===== src/rtl/div_unit.sv =====
// Iterative 32-bit radix-2 restoring divider (DIV/DIVU) for the execute stage.
// Produces {remainder, quotient} after 32 steps and stalls the pipeline while busy.
module div_unit (
    input  logic        clk,
    input  logic        rst,
    input  logic [31:0] a,
    input  logic [31:0] b,
    input  logic        signed_div,
    input  logic        start,
    input  logic        annul,
    input  logic        hold,
    output logic [63:0] result,
    output logic        ready,
    output logic        stall_divE
);

    typedef enum logic [1:0] {
        IDLE,
        BUSY,
        DONE
    } state_t;

    state_t      r_state;
    logic [31:0] r_rem;
    logic [31:0] r_quo;
    logic [31:0] r_divisor;
    logic        r_qneg;
    logic        r_rneg;
    logic [5:0]  r_cnt;
    logic [63:0] r_result;
    logic        r_ready;

    logic [31:0] w_abs_a;
    logic [31:0] w_abs_b;
    logic [32:0] w_partial;
    logic [32:0] w_diff;
    logic        w_ge;
    logic [31:0] w_rem_next;
    logic [31:0] w_quo_next;
    logic [31:0] w_q_final;
    logic [31:0] w_r_final;

    assign w_abs_a = (signed_div && a[31]) ? (~a + 32'd1) : a;
    assign w_abs_b = (signed_div && b[31]) ? (~b + 32'd1) : b;

    // r_quo starts as the dividend magnitude; its MSB feeds each step while
    // quotient bits shift in at the bottom.
    assign w_partial  = {r_rem, r_quo[31]};
    assign w_diff     = w_partial - {1'b0, r_divisor};
    assign w_ge       = (w_partial >= {1'b0, r_divisor});
    assign w_rem_next = w_ge ? w_diff[31:0] : w_partial[31:0];
    assign w_quo_next = {r_quo[30:0], w_ge};

    assign w_q_final  = r_qneg ? (~w_quo_next + 32'd1) : w_quo_next;
    assign w_r_final  = r_rneg ? (~w_rem_next + 32'd1) : w_rem_next;

    always_ff @(posedge clk or posedge rst) begin
        if (rst) begin
            r_state   <= IDLE;
            r_rem     <= '0;
            r_quo     <= '0;
            r_divisor <= '0;
            r_qneg    <= 1'b0;
            r_rneg    <= 1'b0;
            r_cnt     <= '0;
            r_result  <= '0;
            r_ready   <= 1'b0;
        end else if (annul) begin
            r_state <= IDLE;
            r_ready <= 1'b0;
        end else begin
            case (r_state)
                IDLE: begin
                    if (start) begin
                        r_rem     <= '0;
                        r_quo     <= w_abs_a;
                        r_divisor <= w_abs_b;
                        r_qneg    <= signed_div & (a[31] ^ b[31]);
                        r_rneg    <= signed_div & a[31];
                        r_cnt     <= '0;
                        r_state   <= BUSY;
                    end
                end
                BUSY: begin
                    r_rem <= w_rem_next;
                    r_quo <= w_quo_next;
                    r_cnt <= r_cnt + 6'd1;
                    if (r_cnt == 6'd31) begin
                        r_result <= {w_r_final, w_q_final};
                        r_ready  <= 1'b1;
                        r_state  <= DONE;
                    end
                end
                DONE: begin
                    if (!hold) begin
                        r_ready <= 1'b0;
                        r_state <= IDLE;
                    end
                end
                default: begin
                    r_ready <= 1'b0;
                    r_state <= IDLE;
                end
            endcase
        end
    end

    assign result     = r_result;
    assign ready      = r_ready;
    assign stall_divE = ((r_state == IDLE) && start && !annul) ||
                        ((r_state == BUSY) && !annul);

endmodule


===== config.mk =====
export PLATFORM = sky130hd
export DESIGN_NAME = div_unit
export DESIGN_NICKNAME = d
export VERILOG_FILES = /design/src/rtl/div_unit.sv
export SDC_FILE = /design/constraint.sdc
export NUM_CORES = 1
export LEC_CHECK = 0
export BUFFER_PORTS_ARGS = -buffer_cell sky130_fd_sc_hd__buf_2
export CELL_PAD_IN_SITES_DETAIL_PLACEMENT = 0
export CELL_PAD_IN_SITES_GLOBAL_PLACEMENT = 1
export CORE_MARGIN = 2
export CORE_UTILIZATION = 48
export DETAILED_ROUTE_END_ITERATION = 12
export PLACE_DENSITY = 0.83
export SLEW_MARGIN = 15
export SYNTH_ARGS = -nofsm -noshare
export SYNTH_HDL_FRONTEND = slang
export SYNTH_SLANG_ARGS = --single-unit

===== constraint.sdc =====
create_clock -name clk -period 15.2 [get_ports clk]
set_input_delay 1.52 -clock clk [delete_from_list [all_inputs] [get_ports clk]]
set_output_delay 1.52 -clock clk [all_outputs]
set_load 0.005 [all_outputs]

Yosys cells after proc, flatten, opt, wreduce, memory -nomap -nowiden
Cells that the tools add are included.
W data, S select, Z words.
- eq/ne operators: 8
- magnitude comparators: 1
- $add $sub $neg: 6
- div/mod/pow operators: 0
- muxes and demuxes: 20
- bitwise operators: 8
- shifts and indexed selects: 0
- reductions and logical operators: 14
- multiply operators: 0
- operators by type and width (operator ; count):
    $mux W32 ; 7
    $add A32 B1 Y32 const B ; 4
    $not A32 Y32 ; 4
    $pmux W32 S2 ; 2
    $ge A33 B32 Y1 ; 1
    $sub A32 B32 Y32 ; 1
    $reduce_and A3 Y1 ; 5
    $pmux W6 S2 ; 1
    $ne A3 B3 Y1 const B ; 3
    $mux W2 ; 4
    $add A6 B1 Y6 const B ; 1
    $eq A6 B5 Y1 const B ; 1
    $mux W6 ; 1
    $pmux W2 S3 ; 1
    $logic_and A1 B1 Y1 ; 5
    $ne A2 B2 Y1 const B ; 2
    $mux W1 ; 3
    $pmux W1 S3 ; 1
    $and A1 B1 Y1 ; 2
    $eq A2 B1 Y1 const B ; 1
    $eq A2 B2 Y1 const B ; 1
    $logic_not A2 Y1 ; 1
    $reduce_bool A2 Y1 ; 1
    $logic_not A1 Y1 ; 1
    3 further kinds ; 3
- ROM bits: 0
- output and inout port bits: 66
- logic and storage cells: 66
- memories: 0
- latch bits: 0
- register bits: 171
- memory bits (writable): 0

Depth between registers and ports, before layout
- word-level depth: 5
- mapped depth: 23

Least setup slack after synthesis
Ideal clock, no wire load.
- path kind: reg-to-reg
- from: reg r_rem[9]
- to: reg r_result[62] (netlist: result[62])
- slack: 10526 ps
- setup time: 131 ps
- period minus slack after synthesis: 4674 ps
- arrival time: 4543 ps
- cell stages (with the launch flop): 21
- cells stage by stage: dfrtp_1 ha_1 buf_6 and4_4 and2_4 a221o_1 o21a_1 or2_1 buf_6 buf_2 buf_1 buf_1 o21ai_0 ha_1 nand4_1 mux2_2 o21a_1 a21o_1 o41ai_2 xor2_1 o21ai_1
- cells in the longest elaborated chain, start to end: 5
- elaborated cells between the ends (all ways): 6
- classes of those cells: add/sub (2); order compare (1); mux (2); bitwise (1)
- ends and longest elaborated chain (element ; line ; RTL):
    start, declared ; 24 ; logic [31:0] r_rem;
    start signal, assigned ; 85 ; r_rem <= w_rem_next;
    $sub A32 B32 Y32 / $ge A33 B32 Y1 (equally long branches) ; 49, 50 ;
    $mux W32 (*) ; 51 ; assign w_rem_next = w_ge ? w_diff[31:0] : w_partial[31:0];
    $not A32 Y32 ; 55 ; assign w_r_final = r_rneg ? (~w_rem_next + 32'd1) : w_rem_next;
    $add A32 B1 Y32 ; 55 ;
    $mux W32 (*) ; 55 ;
    end signal, assigned ; 89 ; r_result <= {w_r_final, w_q_final};
    end, declared ; 30 ; logic [63:0] r_result;
Every way passes the cells marked *; elsewhere a longest branch is shown, timed or not.
A chain may end at the register's enable or synchronous reset.

Worst setup path in the final report
- from: reg r_rem[7]
- to: reg r_result[30] (netlist: result[30])
- cells in the longest elaborated chain, start to end: 4
- ends and longest elaborated chain (element ; line ; RTL):
    $ge A33 B32 Y1 ; 50 ; assign w_ge = (w_partial >= {1'b0, r_divisor});
    $not A32 Y32 ; 54 ; assign w_q_final = r_qneg ? (~w_quo_next + 32'd1) : w_quo_next;
    $add A32 B1 Y32 ; 54 ;
    $mux W32 ; 54 ;
No other way between the ends.

==> impl_metrics.tcl <==
set metrics [dict create \
    global_route.overflow_total 0 \
    grt_pass1_vias 9713 \
    placeable_core_region_um2 24100 \
    gpl.final_weighted_congestion 0.924 \
    reg2reg_setup_slack_ps 10150 \
    utilization_pct 54.6 \
    tritoncts "yes" \
    drt-vias-per-instance 5.80 \
    post_synth.cell_area_avg_um2 8.31 \
    antenna_cells_inserted 0 \
    power_density_nw_per_um2 199 \
    multi_input_comb_area_um2 6940 \
    netlist.area_leader.share_pct 36.6 \
    timing_max_transition_violations_final 0 \
    final_cell_count_no_fill 1834 \
    min_period_ps 5050 \
    synth_area_um2 11700 \
    critical_path_required_ps 15490 \
    status "finished, final reports clean" \
    synth.area.top_cells "sky130_fd_sc_hd__dfrtp_1 37%, sky130_fd_sc_hd__o21ai_0 8.9%, sky130_fd_sc_hd__nand2_1 7.1%, sky130_fd_sc_hd__xor2_1 6.5%, sky130_fd_sc_hd__xnor2_1 4.4%" \
    die-area_um2 25600 \
    drive_gt1_share_pct 14.2 \
    detail_route.first_pass.iterations 5 \
    setup.worst_path.end "result[30]" \
    clk_transition_reported_paths_ps 80 \
    holdCritPathClass "register to register" \
    critical_path_origin "r_rem[7]" \
    capturing_point_of_the_worst_reg2reg_path "result[30]" \
    max_slew_margin_pct 20.8 \
    clock_tree_root "sky130_fd_sc_hd__clkbuf_16" \
    arrival_ps 5330 \
    syn_to_final_growth_pct 12.8 \
    cts_made_buffers 17 \
    hpwlAfterDp_mm 24.9 \
    h-tree-depth 4 \
    synth_top_area_cell "sky130_fd_sc_hd__dfrtp_1" \
    rr_startpoint "r_rem[7]" \
    initial_utilization_pct 48.4 \
    totalWireLength_mm 33.1 \
    fmaxAchievable_mhz 198 \
    cts.repair_timing.setup_buffer_count 0 \
    pin_count 136 \
    setup_slack_ps 10150 \
    mostFrequentLayoutCells "221 x sky130_fd_sc_hd__nand2_1, 208 x sky130_fd_sc_hd__o21ai_0, 171 x sky130_fd_sc_hd__dfrtp_1, 135 x sky130_fd_sc_hd__buf_2, 86 x sky130_fd_sc_hd__xor2_1" \
    synth_seq_area_share_pct 36.6 \
    grt_pass1_wl_mm 53.2 \
    grt_setup_unrepaired "false" \
    layout_commonest_cell "sky130_fd_sc_hd__nand2_1" \
    cts_max_path_buffers 2 \
    peakVddDrop_mv 0.0969 \
    fin_tns_setup_ps 0 \
    placed_cells 1802 \
    die_width_um 160 \
    input_output_buffers 135 \
    cts-hold-fix-buffers 0 \
    period_share_pct 33.2 \
    ant_nets 0 \
    dominantRegCellSynth "sky130_fd_sc_hd__dfrtp_1" \
    timing.final.setup_violations 0 \
    row_count 57 \
    tightestPinTransition_ps 1180 \
    pre_cts_slack_ps 10250 \
    worstSkewPairLatency_ps 440 \
    timing_worst_setup_path_type "register to register" \
    cts.repair.resized 0 \
    routed_wire_per_std_cell_um 18.0 \
    grt_start_max_net_pins 125 \
    async_reset_ff_share_pct 100 \
    postSynthRegisterBits 171 \
    worstSetupEndpointType "register" \
    yosys_warnings 0 \
    synthCells 1405 \
    gr-usage-all-layers_pct 26.0 \
    worst_setup_path_start_kind "register" \
    timing.final.hold_violations 0 \
    synth-edff-count 0 \
    crit_path_max_fanout 35 \
    antenna_found_initial 0 \
    ys_types 78 \
    fin_worst_skew_ps 8.50 \
    vert_die_dim_um 160 \
    fillerInstances 2336 \
    synthesis.nets 1513 \
    final_net_count 1605 \
    ff_latch_area_um2 4280 \
    via_count 10600 \
    r2r.worst_path.cells 18 \
    drcViolationCount 0 \
    clkSinkCount 171 \
    maxcap_violations 0 \
    drt_iter0_drc 1039 \
    finalHoldWorstSlack_ps 474 \
    p_leak_nw 5.87 \
]
-- how the worst min path moves through the flow --
stage                              from       endpoint  slack [ps]  cells after the start
after CTS                    result[54]     result[54]         480                      2
final                        result[12]     result[12]         470                      2
after global placement       result[23]     result[23]         460                      2
after detailed placement     result[54]     result[54]         460                      2
after floorplan           r_divisor[10]  r_divisor[10]         450                      2
after global routing      r_divisor[13]  r_divisor[13]         500                      2
-- routing by layer --
layer	vias to the layer above	track usage (%)	wire, µm
li1	5220	-	-
met1	4991	42.4	17200
met2	387	35.3	13000
met3	38	4.39	2370
met4	0	5.98	488
met5	-	0	0
-- layout make-up --
cell class	count	area share, %
clock inverter	15	1.45
tap	324	3.08
inverter	49	1.45
clock buffer	17	3.23
multi-input combinational	1115	52.7
timing repair buffer	143	5.59
sequential	171	32.5
-- power by group --
part           switching (mW)  internal (mW)
Combinational           0.993          0.540
Clock                   0.230          0.225
Sequential              0.106          0.527
-- metrics by stage --
stage	area, µm²	total power [mW]
3_3_place_gp	12600	2.11
2_1_floorplan	11700	1.73
3_5_place_dp	12600	2.12
6_report	13200	2.62
4_1_cts	13200	2.58
5_1_grt	13200	2.79
-- flip-flops by register name, indices dropped and copies added (netlist names) --
register	count
result	64
r_state	2
ready	1
r_divisor	32
r_qneg	1
r_rem	32
r_quo	32
r_cnt	6
r_rneg	1
-- worst max-delay path, stage by stage, from the launching register on --
cell                       delay (ps)
sky130_fd_sc_hd__dfrtp_1          470
sky130_fd_sc_hd__ha_1             410
sky130_fd_sc_hd__a21oi_1          320
sky130_fd_sc_hd__o21ai_2          160
sky130_fd_sc_hd__a221o_1          360
sky130_fd_sc_hd__o21a_1           230
sky130_fd_sc_hd__or2_2            440
sky130_fd_sc_hd__inv_4            370
sky130_fd_sc_hd__ha_1             240
sky130_fd_sc_hd__nand2b_1          90
sky130_fd_sc_hd__or3_1            390
sky130_fd_sc_hd__nand2b_1         190
sky130_fd_sc_hd__nand2b_1         190
sky130_fd_sc_hd__nand2b_1         180
sky130_fd_sc_hd__nand2b_1         190
sky130_fd_sc_hd__nand2b_1         180
sky130_fd_sc_hd__o21ai_0          210
sky130_fd_sc_hd__xor2_1           180
sky130_fd_sc_hd__o21ai_0           90
-- cell usage after synthesis, types with 11 or more instances --
library cell and n:
sky130_fd_sc_hd__a21o_1 11, sky130_fd_sc_hd__a21oi_1 70, sky130_fd_sc_hd__a22oi_1 25, sky130_fd_sc_hd__a31oi_1 16, sky130_fd_sc_hd__clkbuf_1 51, sky130_fd_sc_hd__dfrtp_1 171, sky130_fd_sc_hd__ha_1 37, sky130_fd_sc_hd__inv_1 47
sky130_fd_sc_hd__mux2i_1 15, sky130_fd_sc_hd__nand2_1 222, sky130_fd_sc_hd__nand2b_1 25, sky130_fd_sc_hd__nand3_1 16, sky130_fd_sc_hd__nand4_1 14, sky130_fd_sc_hd__nor2_1 73, sky130_fd_sc_hd__nor3_1 24, sky130_fd_sc_hd__nor4_1 19
sky130_fd_sc_hd__o21ai_0 208, sky130_fd_sc_hd__o31ai_1 21, sky130_fd_sc_hd__o41ai_1 13, sky130_fd_sc_hd__or3_1 14, sky130_fd_sc_hd__or4_1 13, sky130_fd_sc_hd__xnor2_1 58, sky130_fd_sc_hd__xor2_1 86
-- logic make-up after synthesis --
group           Yosys count  share of synthesized area, %
mux                      16                          1.38
compound gates          443                          23.3
buf+inv                 119                          4.14
flops                   171                          36.6
xor+xnor                144                          10.8
simple gates            474                          19.5
fa+ha+maj                38                          4.14
Note: power is estimated with default switching activity, not from simulation.
